==> src/rtl/welcome_fade_renderer.sv <==
// welcome_fade_renderer: fades the welcome-frame border colour toward colour_in
// one LSB per channel per STEP_DIV cycles and renders the 96x64 OLED frame.
// Ports: clock, resetn (async, active-low), colour_in[15:0] RGB565 target,
//   pixel_index[12:0] OLED pixel, oled_data[15:0] registered pixel colour,
//   fade_busy (high in FADE), fade_done (1-cycle pulse on fade completion).
// Build option: define DIM_INTERIOR_EN to paint the interior at half intensity.
module welcome_fade_renderer #(
    parameter int STEP_DIV = 4096,
    parameter int BORDER   = 3
) (
    input  logic        clock,
    input  logic        resetn,
    input  logic [15:0] colour_in,
    input  logic [12:0] pixel_index,
    output logic [15:0] oled_data,
    output logic        fade_busy,
    output logic        fade_done
);

    // A 1-bit counter still works for STEP_DIV=1: it sits at 0 = last.
    localparam int CW = (STEP_DIV > 1) ? $clog2(STEP_DIV) : 1;
    localparam logic [CW-1:0] LAST = CW'(STEP_DIV - 1);

    localparam logic [12:0] B_LO  = 13'(BORDER);
    localparam logic [12:0] X_HI  = 13'(96 - BORDER);
    localparam logic [12:0] Y_HI  = 13'(64 - BORDER);
    localparam logic [12:0] NPIX  = 13'd6144;

    typedef enum logic {
        IDLE,
        FADE
    } state_t;

    state_t        state, state_n;
    logic [15:0]   colour_q;
    logic [4:0]    cur_r, cur_b, cur_r_n, cur_b_n;
    logic [5:0]    cur_g, cur_g_n;
    logic [CW-1:0] tick, tick_n;
    logic          done_n;

    logic [4:0]    tgt_r, tgt_b, step_r, step_b;
    logic [5:0]    tgt_g, step_g;
    logic          step;

    assign tgt_r = colour_q[15:11];
    assign tgt_g = colour_q[10:5];
    assign tgt_b = colour_q[4:0];
    assign step  = (tick == LAST);

    // One LSB toward target; equal channels hold, so no channel overshoots.
    always_comb begin
        step_r = cur_r;
        step_g = cur_g;
        step_b = cur_b;
        if (cur_r < tgt_r) step_r = cur_r + 5'd1;
        if (cur_r > tgt_r) step_r = cur_r - 5'd1;
        if (cur_g < tgt_g) step_g = cur_g + 6'd1;
        if (cur_g > tgt_g) step_g = cur_g - 6'd1;
        if (cur_b < tgt_b) step_b = cur_b + 5'd1;
        if (cur_b > tgt_b) step_b = cur_b - 5'd1;
    end

    always_comb begin
        state_n = state;
        tick_n  = '0;
        cur_r_n = cur_r;
        cur_g_n = cur_g;
        cur_b_n = cur_b;
        done_n  = 1'b0;
        unique case (state)
            IDLE: begin
                if ({cur_r, cur_g, cur_b} != colour_q)
                    state_n = FADE;
            end
            FADE: begin
                if (step) begin
                    cur_r_n = step_r;
                    cur_g_n = step_g;
                    cur_b_n = step_b;
                    if ({step_r, step_g, step_b} == colour_q) begin
                        state_n = IDLE;
                        done_n  = 1'b1;
                    end
                end else begin
                    tick_n = tick + CW'(1);
                end
            end
            default: state_n = IDLE;
        endcase
    end

    logic [12:0] px_x, px_y;
    logic        in_range, on_border, border_hit;
    logic [15:0] pix_n;

    assign px_x       = pixel_index % 13'd96;
    assign px_y       = pixel_index / 13'd96;
    assign in_range   = (pixel_index < NPIX);
    assign on_border  = (px_x < B_LO) || (px_x >= X_HI) ||
                        (px_y < B_LO) || (px_y >= Y_HI);
    assign border_hit = in_range && on_border;

`ifdef DIM_INTERIOR_EN
    logic interior;
    assign interior = in_range && !on_border;

    always_comb begin
        pix_n = 16'h0000;
        unique case (1'b1)
            border_hit: pix_n = {cur_r, cur_g, cur_b};
            interior:   pix_n = {1'b0, cur_r[4:1],
                                 1'b0, cur_g[5:1],
                                 1'b0, cur_b[4:1]};
            default:    pix_n = 16'h0000;
        endcase
    end
`else
    always_comb begin
        pix_n = 16'h0000;
        if (border_hit)
            pix_n = {cur_r, cur_g, cur_b};
    end
`endif

    always_ff @(posedge clock or negedge resetn) begin
        if (!resetn) begin
            colour_q  <= '0;
            state     <= IDLE;
            tick      <= '0;
            cur_r     <= '0;
            cur_g     <= '0;
            cur_b     <= '0;
            oled_data <= '0;
            fade_busy <= 1'b0;
            fade_done <= 1'b0;
        end else begin
            colour_q  <= colour_in;
            state     <= state_n;
            tick      <= tick_n;
            cur_r     <= cur_r_n;
            cur_g     <= cur_g_n;
            cur_b     <= cur_b_n;
            oled_data <= pix_n;
            fade_busy <= (state_n == FADE);
            fade_done <= done_n;
        end
    end

endmodule
==> config.mk <==
export PLATFORM = sky130hd
export DESIGN_NAME = welcome_fade_renderer
export DESIGN_NICKNAME = d
export VERILOG_FILES = /design/src/rtl/welcome_fade_renderer.sv
export SDC_FILE = /design/constraint.sdc
export NUM_CORES = 1
export LEC_CHECK = 0
export CELL_PAD_IN_SITES_DETAIL_PLACEMENT = 1
export CELL_PAD_IN_SITES_GLOBAL_PLACEMENT = 2
export CORE_MARGIN = 4
export CORE_UTILIZATION = 37
export DETAILED_ROUTE_END_ITERATION = 10
export GPL_TIMING_DRIVEN = 0
export PLACE_DENSITY = 0.94
export SLEW_MARGIN = 20
export SYNTH_ARGS = -nofsm -noshare
export SYNTH_HDL_FRONTEND = slang
export SYNTH_SLANG_ARGS = --single-unit
==> constraint.sdc <==
create_clock -name clock -period 5 [get_ports clock]
set_clock_uncertainty 0.1 [all_clocks]
set_input_delay 1 -clock clock [delete_from_list [all_inputs] [get_ports clock]]
set_output_delay 1 -clock clock [all_outputs]
set_load 0.02 [all_outputs]
==> impl_metrics.py, run 1 <==
metrics = {
    "status": {
        "outcome": "complete, no violations",
    },
    "synthesis": {
        "synthXorXnorAreaFrac": 0.08809,
        "yosysMostFrequentCell": "dfrtp_1",
        "synth_compound_area_frac": 0.1992,
        "syn_avg_cell_area_sq_um": 8.959,
        "synth_common_cells": "62 x dfrtp_1, 46 x nand2_1, 40 x nor2_1, 27 x a21oi_1",
        "synthAdderAreaFrac": 0.07060,
        "post_synth_and_or_nand_nor_area_fraction": 0.2090,
        "synthCells": 455,
        "synth_warnings": 0,
        "ys_async_sr_fraction": 1.000,
        "synth_top_family_by_area": "simple AND/OR/NAND/NOR gates",
        "synthFlopType": "dfrtp_1",
        "yosysTopAreaCellShare": 0.3806,
        "ys_top_cells_by_area": "dfrtp_1 38%, ha_1 7.1%, xor2_1 4.5%",
        "synth_top_area_cell": "dfrtp_1",
        "ys_types": 59,
        "syn_nets": 509,
        "synth_area_sq_mm": 0.004076,
        "synthMuxAreaShare": 0.006139,
        "ys_seq_area_frac": 0.3806,
        "synth_edf_count": 0,
        "ys_ff_latch": 62,
    },
    "hold_path": {
        "min_path_type": "flop to flop",
        "hp-start": "cur_g[5]",
        "hold_end": "cur_g[5]",
        "whs_path_depth": 1,
    },
    "setup_path": {
        "rrSetupSlack_ns": 1.76,
        "required_ns": 5.14,
        "path_cells": "clkdlybuf4s50_1 -> buf_2 -> and4bb_2 -> o21ai_0 -> a2bb2oi_1 -> nor3_1 -> o32ai_1 -> nor4_4 -> buf_6 -> a21oi_2",
        "crit_path_end_kind": "flop",
        "reg2regPathDepth": 9,
        "critPathTopFamily": "simple AND/OR/NAND/NOR gates",
        "cp.arrival_ns": 3.67,
        "timing.rr.end": "fade_done",
        "slowest_delay_ns": 0.50,
        "cp-start-kind": "input port",
        "worst-path-buf-inv": 3,
        "critical-path-slowest-cell": "nor4_4",
        "worstSetupPathType": "input port to flop",
        "r2r_start": "cur_b[3]",
        "worstPathMaxFanout": 10,
    },
    "place": {
        "io_buffer_count": 46,
        "pre_cts_ws_ns": 1.078,
        "gp_congestion": 0.8339,
        "dpl.hpwl_um": 8919,
        "dp.cells": 642,
    },
    "final_layout": {
        "num-nets-final": 567,
        "instances_no_fill": 658,
        "drive_gt1_frac": 0.08301,
        "antennaDiodeCount": 0,
        "n_fill_cell": 1281,
        "area_growth_pct": 21.42,
    },
    "pwr": {
        "power_frac_seq": 0.447,
        "p_per_area_mw_per_mm2": 235.4,
        "internal-power_uw": 866.3,
        "peakVddDrop_mv": 0.1045,
        "switching_power_uw": 298.8,
        "power_frac_comb": 0.122,
        "power.leakage_uw": 0.002185,
        "p_clk_frac": 0.431,
        "p_sw_frac": 0.2565,
    },
    "drt": {
        "detail_route.wl_per_cell_um": 18.17,
        "via_count": 3690,
        "postRouteWirelength_um": 11960,
        "firstDrtPassIters": 5,
        "route.detailed.drc": 0,
        "drtIter0Drc": 249,
        "vias_per_cell": 5.608,
        "antenna_left": 0,
    },
    "sta": {
        "setup_viol_count_final": 0,
        "period_share": 0.7066,
        "max_freq_mhz": 283.1,
        "fin_crit_ns": 3.533,
        "grt_setup_unrepaired": "no",
        "final_hold_viol_count": 0,
        "max_slew_margin": 0.4569,
        "tns_ns": 0,
        "tightest_slew_ns": 0.8103,
        "final_max_slew_viol_count": 0,
        "setup_ws_ns": 1.467,
    },
    "clock_tree": {
        "htree_levels": 3,
        "cts_resized": 0,
        "tritoncts": "yes",
        "root_buffer": "clkbuf_8",
        "hold_buffers": 0,
        "postCtsSetupBuffers": 0,
        "path_clk_slew_ns": 0.07,
        "clk-insertion-delay-late_ns": 0.36,
        "cts_buffers": 9,
        "cts.sinks": 62,
        "clockBufferDepth": 2,
    },
    "floorplan": {
        "row_count": 38,
        "start_util": 0.3777,
        "io_pins": 49,
        "die_area_sq_mm": 0.01276,
        "chipWidth_um": 113.0,
        "fp.coreArea_sq_mm": 0.01079,
        "die_height_um": 113.0,
    },
    "grt": {
        "track_usage": 0.1965,
        "grt_pass1_wl_um": 20290,
        "grt_overflow": 0,
        "grt_max_degree": 33,
        "grt_pass1_vias": 4104,
        "antenna_found_initial": 0,
    },
    "run": {
        "maxCapViolCount": 0,
    },
}
registers in the layout (all words and copies together) (netlist names):
| signal | count |
|---|---|
| colour_q | 16 |
| oled_data | 16 |
| tick | 12 |
| cur_g | 6 |
| cur_b | 5 |
| cur_r | 5 |
| fade_done | 1 |
| state | 1 |
layout by cell type, fill, tap and decap left out, types with 14 or more instances in the layout:
master           synthesis  final
xnor2_1                 20     20
nand3_1                 21     21
nand2_1                 46     46
clkbuf_1                12     14
ha_1                    23     23
dfrtp_1                 62     62
inv_1                   23     23
xor2_1                  21     21
nor2_1                  40     40
clkdlybuf4s50_1          0     45
o21ai_0                 17     17
a21oi_1                 27     27
final cells by class:
cell class / count / area [sq um] / area share
flip-flops and latches: 62 / 1551 / 0.3134
inverters: 23 / 86.33 / 0.01744
clock buffers: 12 / 145.1 / 0.02932
clock inverters: 4 / 70.07 / 0.01416
well taps: 140 / 175.2 / 0.03539
multi-input cells: 350 / 2341 / 0.4730
repair buffers: 47 / 478.0 / 0.09656
plain buffers: 20 / 102.6 / 0.02073
metrics by stage:
stage | util | cell area (sq um) | power (uW) | hold slack, ns
6_report | 0.4586 | 4950 | 1165 | 0.4614
2_1_floorplan | - | 4076 | 609.9 | 0.4021
4_1_cts | 0.4586 | 4950 | 1174 | 0.4630
3_3_place_gp | 0.4366 | 4712 | 665.7 | 0.4239
3_5_place_dp | 0.4387 | 4735 | 672.5 | 0.4414
5_1_grt | 0.4586 | 4950 | 1217 | 0.4820
routing by layer:
metal,global-route usage,routed length (um)
met2,0.3440,6183
met4,0.05689,142
met3,0.03743,429
met5,0,0
met1,0.2465,5201
cells by family after synthesis:
kind of cell | after synthesis
AND/OR/NAND/NOR | 169
AO/OA/AOI/OAI | 115
flip-flops | 62
buffers and inverters | 43
XOR/XNOR | 41
adder cells (fa/ha/maj) | 23
multiplexers | 2
power by group through the flow:
stage,Clock [uW],Sequential (uW),Combinational (uW)
global placement,0,530,136
floorplan,0,528,82.2
detailed placement,0,530,142
global route,538,522,158
CTS,510,521,144
finish,502,521,142
how the worst max path moves through the flow:
stage                    startpoint            end  slack (ns)  depth (start not counted)
finish              pixel_index[10]   oled_data[8]        1.47                         10
global route        pixel_index[10]  oled_data[13]        1.18                         10
CTS                 pixel_index[10]  oled_data[11]        1.45                         10
detailed placement  pixel_index[10]  oled_data[14]        1.08                         10
global placement             resetn    colour_q[8]        0.81                          1
floorplan            pixel_index[9]   oled_data[7]        1.84                          9
No activity file was read; power rests on OpenSTA's default activity.
==> run 2, diff against run 1 <==
- CORE_UTILIZATION: 37 -> 35
- PLACE_DENSITY: 0.94 -> 0.9
- clock period: 5 -> 3.45 ns (I/O delays scaled with it)
==> run 2 against run 1 <==
Compared with the run above: final cell count increased by 0.46%; global-route usage decreased by 1.7 points; via count fell by 1.6%; die area grew 5.3%; first-iteration DRC count down 47%; register-to-register slack worse by 1.4 ns; largest cell class unchanged; flip-flop and latch count is the same; sequential share of layout area down 0.63 points; critical path type unchanged; sequential power is 45% higher.
==> impl_metrics.py, run 2 (same netlist as run 1, synthesis figures left out) <==
metrics = {
    "sta": {
        "setup_viol_count_final": 0,
        "max_freq_mhz": 313.4,
        "max_slew_margin": 0.4895,
        "fin_crit_ns": 3.191,
        "grt_setup_unrepaired": "no",
        "final_max_slew_viol_count": 0,
        "tightest_slew_ns": 0.7615,
        "hold_ws_ns": 0.1914,
        "period_share": 0.9249,
        "final_hold_viol_count": 0,
    },
    "drt": {
        "wl_met2_um": 5409,
        "firstDrtPassIters": 4,
        "detail_route.wl_per_cell_um": 16.79,
        "drtIter0Drc": 133,
        "highest-signal-layer": "met4",
        "route.detailed.drc": 0,
        "wl_met1_um": 4984,
        "via_count": 3631,
        "route.met3.wl_um": 487,
        "antenna_left": 0,
        "postRouteWirelength_um": 11100,
        "vias_per_cell": 5.493,
    },
    "clock_tree": {
        "clockBufferDepth": 2,
        "postCtsSetupBuffers": 0,
        "cts.sinks": 62,
        "root_buffer": "clkbuf_16",
        "cts_buffers": 9,
        "hold_buffers": 0,
        "htree_levels": 3,
        "path_clk_slew_ns": 0.05,
        "clk-insertion-delay-late_ns": 0.34,
        "tritoncts": "yes",
        "cts_resized": 0,
    },
    "final_layout": {
        "stdcell_area_sq_mm": 0.005051,
        "multi_input_area_sq_mm": 0.002354,
        "drive_gt1_frac": 0.09266,
        "area_growth_pct": 23.91,
        "n_fill_cell": 1355,
        "instances_no_fill": 661,
        "antennaDiodeCount": 0,
        "regArea_sq_mm": 0.001551,
        "reg.largest.list": "colour_q: 16 flops, oled_data: 16 flops, tick: 12 flops",
        "num-nets-final": 567,
        "final_cell_mix": "62 x dfrtp_1, 46 x nand2_1, 45 x clkdlybuf4s50_1",
        "final_common_cell": "dfrtp_1",
    },
    "place": {
        "dpl.hpwl_um": 8481,
        "io_buffer_count": 46,
        "detailed_place.area_sq_mm": 0.004738,
        "gp_congestion": 0.8429,
        "dp.cells": 645,
    },
    "pwr": {
        "power.leakage_uw": 0.002225,
        "peakVddDrop_mv": 0.2711,
        "p_per_area_mw_per_mm2": 368.7,
    },
    "grt": {
        "antenna_found_initial": 0,
        "track_usage": 0.1799,
        "grt_pass1_wl_um": 19020,
        "grt_pass1_vias": 3801,
        "grt_max_degree": 33,
        "grt_overflow": 0,
    },
    "floorplan": {
        "die_area_sq_mm": 0.01344,
        "row_count": 39,
        "die_height_um": 115.9,
        "fp.coreArea_sq_mm": 0.01142,
        "start_util": 0.3570,
        "chipWidth_um": 115.9,
        "io_pins": 49,
    },
    "setup_path": {
        "worstSetupPathType": "input port to flop",
        "cp.arrival_ns": 3.31,
        "worstPathMaxFanout": 10,
        "cp-start-kind": "input port",
        "reg2regPathDepth": 9,
        "required_ns": 3.57,
        "rrSetupSlack_ns": 0.32,
        "r2r_start": "cur_b[3]",
        "crit_start": "pixel_index[10]",
        "crit_path_end_kind": "flop",
        "timing.rr.end": "state",
        "crit_end": "oled_data[12]",
    },
    "hold_path": {
        "min_path_type": "input port to asynchronous set/reset pin",
    },
    "run": {
        "maxCapViolCount": 0,
    },
    "status": {
        "outcome": "complete, no violations",
    },
}
-- run 2: layout make-up --
type | count | share of cell area
buffer | 20 | 0.02031
clock buffer | 10 | 0.04731
clock inverter | 6 | 0.01214
inverter | 23 | 0.01709
multi-input combinational | 350 | 0.4659
sequential | 62 | 0.3072
tap | 143 | 0.03542
timing repair buffer | 47 | 0.09462
-- run 2: where the power goes --
part	total (uW)	internal, uW	switching [uW]	leakage [uW]
clock network	903	575	328	0.000148
registers	755	743	12.8	0.000815
logic	203	89.8	113	0.00126
total	1860	1410	455	0.00223
-- run 2: per-layer routing --
| metal | up-vias | GRT usage |
|---|---|---|
| li1 | 1752 | - |
| met1 | 1787 | 0.2302 |
| met2 | 75 | 0.2984 |
| met3 | 17 | 0.04178 |
| met4 | 0 | 0.06265 |
| met5 | - | 0 |
-- run 2: worst min path at each step --
| stage | from | to | cells after the start |
|---|---|---|---|
| 2_1_floorplan | resetn | colour_q[0] | 0 |
| 3_3_place_gp | tick[9] | tick[9] | 2 |
| 3_5_place_dp | cur_b[4] | cur_b[4] | 1 |
| 4_1_cts | resetn | tick[5] | 1 |
| 5_1_grt | resetn | tick[5] | 1 |
| 6_report | resetn | tick[5] | 1 |
-- run 2: through the flow --
step	setup slack (ns)	util	setup TNS, ns	power [uW]
after detailed placement	-0.2784	0.4150	-3.410	971.6
final	0.2591	0.4424	0	1862
after floorplan	0.5959	-	0	883.9
after CTS	0.07232	0.4413	0	1889
after global placement	-0.4439	0.4130	-28.94	963.0
after global routing	0.01227	0.4424	0	1949
-- run 2: worst max-delay path, cell delays in order --
cell             delay (ns)
clkdlybuf4s50_1        0.47
buf_2                  0.21
and4bb_2               0.25
o21ai_0                0.20
a2bb2oi_1              0.12
nor3_2                 0.34
o32ai_1                0.19
nor4_4                 0.53
buf_6                  0.24
a21oi_2                0.07
==> run 3, diff against run 2 <==
- PLACE_DENSITY: 0.9 -> default
- PLACE_DENSITY_LB_ADDON: default -> 0.1
==> run 3 against run 2 <==
Compared with the run above: core utilization grew 0.59 points; routed wire length grew 1.1%; worst setup slack improved by 0.017 ns; first-iteration DRC count fell by 11%; critical path type is now flop to flop; maximum frequency is 0.55% higher; via count shrank 0.72%; total power increased by 13%; critical path depth is 1 lower; highest routed layer unchanged; cell area is 1.3% higher.
==> impl_metrics.py, run 3 (same netlist as run 1, synthesis figures left out) <==
metrics = {
    "floorplan": {
        "die_height_um": 115.9,
        "chipWidth_um": 115.9,
        "fp.coreArea_sq_mm": 0.01142,
        "start_util": 0.3570,
        "die_area_sq_mm": 0.01344,
        "io_pins": 49,
        "row_count": 39,
    },
    "run": {
        "maxCapViolCount": 0,
    },
    "final_layout": {
        "drive_gt1_frac": 0.09284,
        "num-nets-final": 566,
        "antennaDiodeCount": 0,
        "stdcell_area_sq_mm": 0.005119,
        "n_fill_cell": 1331,
        "multi_input_area_sq_mm": 0.002354,
        "reg.largest.list": "colour_q: 16 flops, oled_data: 16 flops, tick: 12 flops",
        "final_common_cell": "dfrtp_1",
        "area_growth_pct": 25.57,
        "regArea_sq_mm": 0.001551,
        "final_cell_mix": "62 x dfrtp_1, 46 x nand2_1, 45 x clkdlybuf4s50_1",
    },
    "drt": {
        "route.detailed.drc": 0,
        "vias_per_cell": 5.462,
        "firstDrtPassIters": 4,
        "detail_route.wl_per_cell_um": 17.00,
        "antenna_left": 0,
        "drtIter0Drc": 119,
        "postRouteWirelength_um": 11220,
        "via_count": 3605,
    },
    "sta": {
        "final_max_slew_viol_count": 0,
        "tightest_slew_ns": 0.8164,
        "fin_crit_ns": 3.174,
        "grt_setup_unrepaired": "no",
        "max_freq_mhz": 315.1,
        "period_share": 0.9199,
        "setup_viol_count_final": 0,
        "hold_ws_ns": 0.1593,
        "final_hold_viol_count": 0,
        "max_slew_margin": 0.4527,
    },
    "grt": {
        "grt_max_degree": 37,
        "grt_overflow": 0,
        "antenna_found_initial": 0,
        "grt_pass1_vias": 3765,
        "track_usage": 0.1781,
        "grt_pass1_wl_um": 18860,
    },
    "pwr": {
        "power.leakage_uw": 0.002256,
        "p_per_area_mw_per_mm2": 409.9,
        "peakVddDrop_mv": 0.3571,
    },
    "place": {
        "dpl.hpwl_um": 8530,
        "gp_congestion": 0.8579,
        "io_buffer_count": 46,
        "detailed_place.area_sq_mm": 0.004738,
    },
    "status": {
        "outcome": "complete, no violations",
    },
    "clock_tree": {
        "htree_levels": 3,
        "clockBufferDepth": 2,
        "postCtsSetupBuffers": 0,
        "path_clk_slew_ns": 0.06,
        "cts_buffers": 9,
        "hold_buffers": 0,
        "root_buffer": "clkbuf_16",
        "clk-insertion-delay-late_ns": 0.34,
        "cts.sinks": 62,
        "tritoncts": "yes",
    },
    "setup_path": {
        "critical-path-slowest-cell": "dfrtp_1",
        "path_cells": "ha_1 -> a21o_1 -> a21oi_2 -> and2_0 -> clkbuf_1 -> a22oi_1 -> a222oi_1 -> o2111ai_1 -> o31a_1",
        "worstPathMaxFanout": 9,
        "crit_path_end_kind": "flop",
        "worst-path-buf-inv": 1,
        "worstSetupPathType": "flop to flop",
        "critPathTopFamily": "compound AO/OA/AOI/OAI gates",
        "slowest_delay_ns": 0.48,
        "cp.arrival_ns": 3.29,
        "cp-start-kind": "flop",
        "required_ns": 3.57,
    },
    "hold_path": {
        "min_path_type": "input port to asynchronous set/reset pin",
    },
}
-- run 3: cell types whose count changed in the layout (fill, tap and decap cells not counted) --
| cell | previous run | this run |
|---|---|---|
| bufinv_16 | 1 | 4 |
| clkbuf_8 | 1 | 0 |
| clkbuf_1 | 12 | 11 |
| clkinv_2 | 3 | 0 |
| clkinvlp_4 | 1 | 0 |
| clkinv_4 | 1 | 3 |
-- run 3: layer usage --
metal / vias to the layer above / track usage / share of wire
met5: - / 0 / 0
met3: 12 / 0.04021 / 0.047
met4: 0 / 0.05414 / 0.013
met1: 1765 / 0.2443 / 0.48
li1: 1752 / - / -
met2: 76 / 0.2812 / 0.46
-- run 3: worst register-to-register path: stages, from the launching register on --
cell and delay (ns):
dfrtp_1 0.48, ha_1 0.36, a21o_1 0.20, a21oi_2 0.35
and2_0 0.18, clkbuf_1 0.27, a22oi_1 0.19, a222oi_1 0.44
o2111ai_1 0.20, o31a_1 0.29
-- run 3: layout make-up --
class                           count  area share
Timing Repair Buffer               47     0.09338
Clock buffer                        9     0.04400
Clock inverter                      7     0.02860
Sequential cell                    62      0.3031
Buffer                             19     0.01931
Inverter                           23     0.01687
Tap cell                          143     0.03495
Multi-Input combinational cell    350      0.4598
-- run 3: timing repair --
| item | 4_1_cts | 5_1_grt |
|---|---|---|
| setup endpoints to repair | 0 | 13 |
| hold endpoints to repair | 0 | 0 |
| gates resized for setup | 0 | 3 |
-- run 3: metrics by stage --
step | TNS [ns] | instances | setup slack, ns | total power [uW] | util
after floorplan | 0 | 455 | 0.5959 | 883.9 | -
after global placement | -31.50 | 644 | -0.4828 | 965.1 | 0.4130
after detailed placement | -1.955 | 645 | -0.1897 | 971.8 | 0.4150
after CTS | 0 | 661 | 0.1048 | 2126 | 0.4475
after global routing | 0 | 660 | 0.05638 | 2179 | 0.4483
final | 0 | 660 | 0.2764 | 2098 | 0.4483
-- run 3: final timing paths --
kind | from | cells past startpoint | end | slack, ns
max reg2reg | cur_b[3] | 9 | state | 0.28
max | cur_b[3] | 9 | state | 0.28
min in group clock | cur_b[4] | 1 | cur_b[4] | 0.44
min reg2reg | cur_b[4] | 1 | cur_b[4] | 0.44
max in group asynchronous | resetn | 2 | cur_b[0] | 2.56
min | resetn | 1 | tick[5] | 0.16
-- run 3: where the power goes --
part	internal [uW]	total, uW	switching (uW)
Combinational	89.8	203	113
Sequential	742	755	13.2
Clock	782	1140	358
Total	1610	2100	484
